**config.mk**
```make
export PLATFORM = sky130hd
export DESIGN_NAME = ff_setup_sweeper
export DESIGN_NICKNAME = d
export VERILOG_FILES = /design/src/rtl/ff_char_pkg.sv /design/src/rtl/ff_char_phase_gen.sv /design/src/rtl/ff_setup_sweeper.sv
export SDC_FILE = /design/constraint.sdc
export NUM_CORES = 1
export LEC_CHECK = 0
export ABC_AREA = 1
export BUFFER_PORTS_ARGS = -buffer_cell sky130_fd_sc_hd__clkbuf_2
export CAP_MARGIN = 25
export CORE_AREA = 2 2 73 103
export CTS_CLUSTER_SIZE = 14
export DETAILED_ROUTE_END_ITERATION = 8
export DIE_AREA = 0 0 75 105
export GPL_ROUTABILITY_DRIVEN = 0
export PLACE_DENSITY_LB_ADDON = 0.25
export REMOVE_ABC_BUFFERS = 1
export SYNTH_ARGS = -nofsm -noshare
export SYNTH_HDL_FRONTEND = slang
export SYNTH_HIERARCHICAL = 1
export SYNTH_SLANG_ARGS = --single-unit
export TNS_END_PERCENT = 1
```
**constraint.sdc**
```tcl
create_clock -name CK -period 2.6 [get_ports CK]
set_input_delay 0.52 -clock CK [delete_from_list [all_inputs] [get_ports CK]]
set_output_delay 0.52 -clock CK [all_outputs]
set_load 0.01 [all_outputs]
```
**src/rtl/ff_char_pkg.sv**
```systemverilog
// Shared types and tick arithmetic for the transmission-gate DFF setup sweeper.
// All tick numbers refer to the CK edge at which the phase counter holds that value.
package ff_char_pkg;

    typedef enum logic [1:0] {
        S_IDLE  = 2'd0,
        S_PRIME = 2'd1,
        S_RUN   = 2'd2,
        S_DONE  = 2'd3
    } sweep_state_t;

    localparam int DEF_DIV         = 32;
    localparam int DEF_CAPTURE_DLY = 8;
    localparam int DEF_TRIALS      = 4;
    localparam int DEF_OFS_W       = 8;

    // D launches ofs ticks ahead of the DUT rising edge at DIV/2.
    function automatic int launch_tick(input int div, input int ofs);
        return div / 2 - ofs;
    endfunction

    function automatic int capture_tick(input int div, input int capture_dly);
        return div / 2 + capture_dly;
    endfunction

    function automatic bit cfg_ok(input int div, input int capture_dly,
                                  input int trials, input int ofs_w);
        return (div % 2 == 0) && (div >= 8) && (div <= 256) &&
               (capture_dly >= 1) && (capture_dly < div / 2) &&
               (trials >= 1) && (trials <= 16) &&
               (ofs_w >= 1) && (ofs_w <= 16) && ((div / 2 - 1) < (1 << ofs_w));
    endfunction

endpackage

```
**src/rtl/ff_char_phase_gen.sv**
```systemverilog
// Fast-timebase phase counter: DUT clock generation plus rise/launch/capture/wrap strobes.
// Strobes are single-cycle and refer to the CK edge at which ph equals the named tick.
module ff_char_phase_gen
    import ff_char_pkg::*;
#(
    parameter int DIV         = DEF_DIV,
    parameter int CAPTURE_DLY = DEF_CAPTURE_DLY,
    parameter int OFS_W       = DEF_OFS_W
) (
    input  logic             clk,
    input  logic             rst_n,
    input  logic             active,
    input  logic             keep_ck,
    input  logic [OFS_W-1:0] ofs,
    output logic             ck_out,
    output logic             rise_stb,
    output logic             launch_stb,
    output logic             capture_stb,
    output logic             wrap_stb
);

    localparam int PH_W = $clog2(DIV);
    localparam logic [PH_W-1:0] PH_LAST = PH_W'(DIV - 1);
    localparam logic [PH_W-1:0] PH_RISE = PH_W'(DIV / 2);
    localparam logic [PH_W-1:0] PH_CAP  = PH_W'(capture_tick(DIV, CAPTURE_DLY));

    logic [PH_W-1:0] ph;
    logic [PH_W-1:0] ph_launch;
    logic            ck_q;

    // Recomputed combinationally so an offset change at capture is live before ph wraps.
    assign ph_launch = PH_W'(launch_tick(DIV, int'(ofs)));

    always_ff @(posedge clk or negedge rst_n) begin
        if (!rst_n) begin
            ph <= '0;
        end else if (!active || ph == PH_LAST) begin
            ph <= '0;
        end else begin
            ph <= ph + 1'b1;
        end
    end

    // keep_ck drops on the edge that leaves PRIME/RUN so CK_OUT is already low in DONE.
    always_ff @(posedge clk or negedge rst_n) begin
        if (!rst_n) begin
            ck_q <= 1'b0;
        end else begin
            ck_q <= active && keep_ck && (ph >= PH_RISE);
        end
    end

    assign ck_out      = ck_q;
    assign rise_stb    = active && (ph == PH_RISE);
    assign launch_stb  = active && (ph == ph_launch);
    assign capture_stb = active && (ph == PH_CAP);
    assign wrap_stb    = active && (ph == PH_LAST);

endmodule

```
**src/rtl/ff_setup_sweeper.sv**
```systemverilog
// Setup-time sweeper for the DFF model: drives CK_OUT/D_OUT, checks Q_IN, and
// walks the D-to-clock offset down from DIV/2-1 to find the smallest reliable one.
module ff_setup_sweeper
    import ff_char_pkg::*;
#(
    parameter int DIV         = DEF_DIV,
    parameter int CAPTURE_DLY = DEF_CAPTURE_DLY,
    parameter int TRIALS      = DEF_TRIALS,
    parameter int OFS_W       = DEF_OFS_W
) (
    input  logic             CK,
    input  logic             RSTB,
    input  logic             START,
    input  logic             Q_IN,
    output logic             CK_OUT,
    output logic             D_OUT,
    output logic             BUSY,
    output logic             DONE,
    output logic             PASS_ANY,
    output logic [OFS_W-1:0] SETUP_MIN,
    output logic [7:0]       FAIL_CNT,
    output logic [1:0]       dbg_state
);

    if (!cfg_ok(DIV, CAPTURE_DLY, TRIALS, OFS_W)) begin : g_bad_cfg
        $error("ff_setup_sweeper: illegal DIV/CAPTURE_DLY/TRIALS/OFS_W combination");
    end

    localparam logic [OFS_W-1:0] OFS_MAX    = OFS_W'(DIV / 2 - 1);
    localparam logic [OFS_W-1:0] OFS_MIN    = OFS_W'(1);
    localparam int               TR_W       = (TRIALS > 1) ? $clog2(TRIALS) : 1;
    localparam logic [TR_W-1:0]  TRIAL_LAST = TR_W'(TRIALS - 1);

    sweep_state_t     state;
    sweep_state_t     state_nxt;
    logic             armed;
    logic [OFS_W-1:0] ofs;
    logic [TR_W-1:0]  trial;
    logic             d_q;
    logic             d_at_rise;
    logic             pass_q;
    logic [OFS_W-1:0] min_q;
    logic [7:0]       fail_q;

    logic active;
    logic keep_ck;
    logic rise_stb;
    logic launch_stb;
    logic capture_stb;
    logic wrap_stb;
    logic cap_miss;
    logic cap_last;
    logic ofs_at_min;

    // Handshake: START is a one-cycle request honoured only in IDLE and only once
    // reset has been released for a full cycle; BUSY spans PRIME and RUN; DONE is a
    // single-cycle pulse, after which PASS_ANY/SETUP_MIN/FAIL_CNT hold until the next
    // accepted START.
    ff_char_phase_gen #(
        .DIV         (DIV),
        .CAPTURE_DLY (CAPTURE_DLY),
        .OFS_W       (OFS_W)
    ) u_phase (
        .clk         (CK),
        .rst_n       (RSTB),
        .active      (active),
        .keep_ck     (keep_ck),
        .ofs         (ofs),
        .ck_out      (CK_OUT),
        .rise_stb    (rise_stb),
        .launch_stb  (launch_stb),
        .capture_stb (capture_stb),
        .wrap_stb    (wrap_stb)
    );

    assign cap_miss   = (Q_IN != d_at_rise);
    assign cap_last   = (trial == TRIAL_LAST);
    assign ofs_at_min = (ofs == OFS_MIN);

    always_ff @(posedge CK or negedge RSTB) begin
        if (!RSTB) begin
            state <= S_IDLE;
        end else begin
            state <= state_nxt;
        end
    end

    always_comb begin
        state_nxt = state;
        case (state)
            S_IDLE:  if (START && armed) state_nxt = S_PRIME;
            S_PRIME: if (wrap_stb) state_nxt = S_RUN;
            S_RUN:   if (capture_stb && (cap_miss || (cap_last && ofs_at_min))) state_nxt = S_DONE;
            S_DONE:  state_nxt = S_IDLE;
            default: state_nxt = S_IDLE;
        endcase
    end

    always_comb begin
        active    = (state == S_PRIME) || (state == S_RUN);
        keep_ck   = (state_nxt == S_PRIME) || (state_nxt == S_RUN);
        BUSY      = active;
        DONE      = (state == S_DONE);
        dbg_state = state;
    end

    always_ff @(posedge CK or negedge RSTB) begin
        if (!RSTB) begin
            armed     <= 1'b0;
            ofs       <= '0;
            trial     <= '0;
            d_q       <= 1'b0;
            d_at_rise <= 1'b0;
            pass_q    <= 1'b0;
            min_q     <= '0;
            fail_q    <= '0;
        end else begin
            armed <= 1'b1;
            case (state)
                S_IDLE: begin
                    if (state_nxt == S_PRIME) begin
                        ofs    <= OFS_MAX;
                        trial  <= '0;
                        d_q    <= 1'b0;
                        pass_q <= 1'b0;
                        min_q  <= '0;
                        fail_q <= '0;
                    end
                end
                S_PRIME: begin
                    trial <= '0;
                end
                S_RUN: begin
                    if (launch_stb) d_q <= ~d_q;
                    if (rise_stb) d_at_rise <= d_q;
                    if (capture_stb) begin
                        if (cap_miss) begin
                            fail_q <= (fail_q == 8'hFF) ? fail_q : fail_q + 8'd1;
                        end else if (cap_last) begin
                            pass_q <= 1'b1;
                            min_q  <= ofs;
                            trial  <= '0;
                            if (!ofs_at_min) ofs <= ofs - 1'b1;
                        end else begin
                            trial <= trial + 1'b1;
                        end
                    end
                    if (state_nxt == S_DONE) d_q <= 1'b0;
                end
                S_DONE: begin
                    d_q <= 1'b0;
                end
                default: begin
                    d_q <= 1'b0;
                end
            endcase
        end
    end

    assign D_OUT     = d_q;
    assign PASS_ANY  = pass_q;
    assign SETUP_MIN = min_q;
    assign FAIL_CNT  = fail_q;

endmodule
```
==> results.tsv <==
stage	metric	value	unit
yosys	syn-instance-count	328	
yosys	yosysSeqAreaShare	0.404	
outcome	outcome	complete, no violations	
yosys	yosys-top-cells-area	dfrtp_1 40%, nand2_1 18%, ha_1 8.5%	
cells_and_area	fillers	747	
yosys	synth_ff_type	dfrtp_1	
clocking	cts_max_level	2	
sta	fin_worst_skew	0.00905	ns
clocking	tritoncts	built	
yosys	async_flop_share	1.00	
pwr	p_seq_frac	0.288	
critical_path	start_kind	flip-flop	
route	drt-vias-per-instance	4.53	
critical_path	worstSetupPathType	reg2reg	
critical_path	reg2reg_setup_slack	0.16	ns
yosys	synth_edf_count	0	
sta	layout_min_cycle_time	2.44	ns
cells_and_area	antennaDiodeCount	0	
sta	hold_slack	0.272	ns
pwr	p_int	1.73	mW
hold_path	worstHoldPathType	in2async	
pwr	swShare	0.444	
floorplan	die_h	105	um
floorplan	initial_utilization	0.342	
cells_and_area	final-seq-area	951	sq um
cells_and_area	finalInstanceArea	0.00288	sq mm
cells_and_area	syn_to_final_growth	22.4	%
cells_and_area	drive_gt1_frac	0.172	
clocking	cts_buffers	5	
pwr	leakage	1.57	nW
run	max-cap-violations	0	
pwr	finalPower	3.11	mW
sta	hold_viol_final	0	
global_route	grt_pass1_vias	1965	
global_route	grt_first_pass_wirelength	8.64	mm
global_route	grt_usage	0.141	
clocking	clkTransAtPathRegs	0.07	ns
sta	worstMarginPinSlew	0.500	ns
sta	slew_viol_final	0	
critical_path	reg2reg_from	u_phase/ph[0]$_DFF_PN0_	
yosys	synth_area	0.00236	sq mm
cells_and_area	multi_input_area	0.00126	sq mm
clocking	holdBufCountCts	0	
floorplan	rows	36	
route	drc	0	
yosys	yosys.area.top_type_share	0.404	
yosys	ys_types	28	
placed_design	io_buffers	26	
global_route	grt_max_degree	39	
floorplan	die_w	75	um
route	drt_iter0_drc	106	
pwr	power.switching	1.38	mW
critical_path	startpoint	u_phase/ph[0]$_DFF_PN0_	
clocking	clkSinkCount	38	
route	wire_per_inst	10.9	um
clocking	clockRootBuffer	clkbuf_8	
cells_and_area	nets	392	
yosys	synth_top_area_cell	dfrtp_1	
yosys	ys_ff_latch	38	
yosys	yosysWarningCount	6	
global_route	grt_antenna_before_repair	0	
floorplan	io_pins	27	
route	wirelength	5.12	mm
route	dr.pass1.iters	4	
sta	finalCritPeriodShare	0.937	
sta	maxSlewHeadroom	0.667	
route	vias	2119	
yosys	synth_common_cells	113 x nand2_1, 47 x inv_1, 38 x dfrtp_1, 31 x nor2_1, 29 x nand3_1	
critical_path	worst_ep_required_time	2.77	ns
clocking	clk_path_buf_depth	2	
placed_design	place_area	0.00266	sq mm
placed_design	dpl.hpwl	3.81	mm
pwr	clkPwrFrac	0.201	
global_route	overflow	0	
floorplan	core_area	0.00689	sq mm
critical_path	end_kind	flip-flop	
floorplan	dieArea	0.00788	sq mm
yosys	synthMostInstantiatedCell	nand2_1	
route	antenna_left	0	
sta	setup_viol	0	
yosys	post_synth.cell_area_avg	7.18	sq um
pwr	powerDensity	1080	mW/mm^2
pwr	p_comb_frac	0.511	
sta	fmax	0.411	GHz
critical_path	cp_max_fo	4	
pwr	ir_drop	0.409	mV
critical_path	worst_ep_arrival_time	2.61	ns
clocking	clock_latency	0.30	ns
## kinds of logic after synthesis
logic type      count (synthesis)  synth area share
fa+ha+maj                      16            0.0850
simple gates                  186             0.333
buf+inv                        52            0.0866
other cells                     1           0.00159
xor+xnor                        7            0.0260
compound gates                 28            0.0643
flops                          38             0.404
## critical path, stage by stage, from the launching register on
cell	delay, ns
dfrtp_1	0.40
buf_4	0.13
inv_1	0.04
ha_1	0.21
nand3_1	0.10
nor2_1	0.06
buf_4	0.15
nand2_1	0.06
nand3_1	0.07
nand3_1	0.06
nand2_1	0.07
buf_4	0.15
ha_1	0.18
or2_2	0.31
o21a_1	0.12
nand2_1	0.11
o21ai_0	0.10
## final cells by class
| cell class | instances | area share |
|---|---|---|
| clock buffer | 6 | 0.0286 |
| multi-input combinational | 239 | 0.437 |
| clock inverter | 2 | 0.0208 |
| sequential | 38 | 0.330 |
| inverter | 50 | 0.0660 |
| tap | 95 | 0.0412 |
| timing repair buffer | 38 | 0.0764 |
## layout by cell type, fill, tap and decap left out
| cell type | count |
|---|---|
| a21oi_1 | 3 |
| a31oi_1 | 1 |
| buf_4 | 12 |
| bufinv_16 | 2 |
| clkbuf_2 | 26 |
| clkbuf_8 | 6 |
| conb_1 | 1 |
| dfrtp_1 | 38 |
| ha_1 | 15 |
| ha_2 | 1 |
| inv_1 | 46 |
| inv_2 | 3 |
| inv_4 | 1 |
| nand2_1 | 112 |
| nand2_2 | 2 |
| nand2_4 | 1 |
| nand3_1 | 28 |
| nand3_4 | 3 |
| nand4_1 | 2 |
| nand4_4 | 1 |
| nor2_1 | 30 |
| nor2_2 | 2 |
| nor2_4 | 1 |
| nor3_1 | 2 |
| nor3b_1 | 1 |
| o211ai_1 | 1 |
| o21a_1 | 1 |
| o21ai_0 | 11 |
| o21ai_1 | 8 |
| o21ai_2 | 1 |
| o21bai_1 | 1 |
| o31ai_1 | 1 |
| or2_2 | 2 |
| xnor2_1 | 2 |
| xor2_1 | 5 |
## layer usage
| metal | GRT usage | part of all wire | routed length [um] |
|---|---|---|---|
| met1 | 0.168 | 0.43 | 2210 |
| met2 | 0.237 | 0.52 | 2650 |
| met3 | 0.0260 | 0.025 | 126 |
| met4 | 0.0676 | 0.026 | 133 |
| met5 | 0 | 0 | 0 |
## through the flow
step	setup WS (ns)	std cells	TNS, ns	utilization
after floorplan	-0.0679	326	-0.474	-
after global placement	0.141	457	0	0.387
after detailed placement	0.0734	457	0	0.387
after CTS	0.0470	465	0	0.407
after global routing	-0.00840	468	-0.00845	0.418
final	0.165	468	0	0.418
## worst paths after layout
path / to / cells after the start
max in group asynchronous: ofs[0]$_DFFE_PN0P_ / 2
worst max register to register: trial[1]$_DFFE_PN0P_ / 16
worst max-delay path: trial[1]$_DFFE_PN0P_ / 16
worst min-delay path: u_phase/ph[1]$_DFF_PN0_ / 2
worst min register to register: PASS_ANY$_DFFE_PN0P_ / 2
min in group CK: PASS_ANY$_DFFE_PN0P_ / 2
## sequential cells by signal (all words and copies together) (netlist names), 2 cells and up
name,flops
trial,2
dbg_state,2
ofs,8
SETUP_MIN,8
FAIL_CNT,8
u_phase/ph,5
## power groups by stage
stage	clock network (mW)	registers, mW	logic [mW]
after detailed placement	0	0.907	1.49
after global placement	0	0.904	1.48
final	0.626	0.896	1.59
after floorplan	0	0.920	1.01
after CTS	0.651	0.896	1.50
after global routing	0.666	0.922	1.83
## repair_timing
action / in CTS / in global routing
endpoints found under the setup margin: 0 / 28
resized for setup: 0 / 16
setup buffers: 0 / 2
endpoints found under the hold margin: 0 / 0
Power figures use the tool's default switching activity.
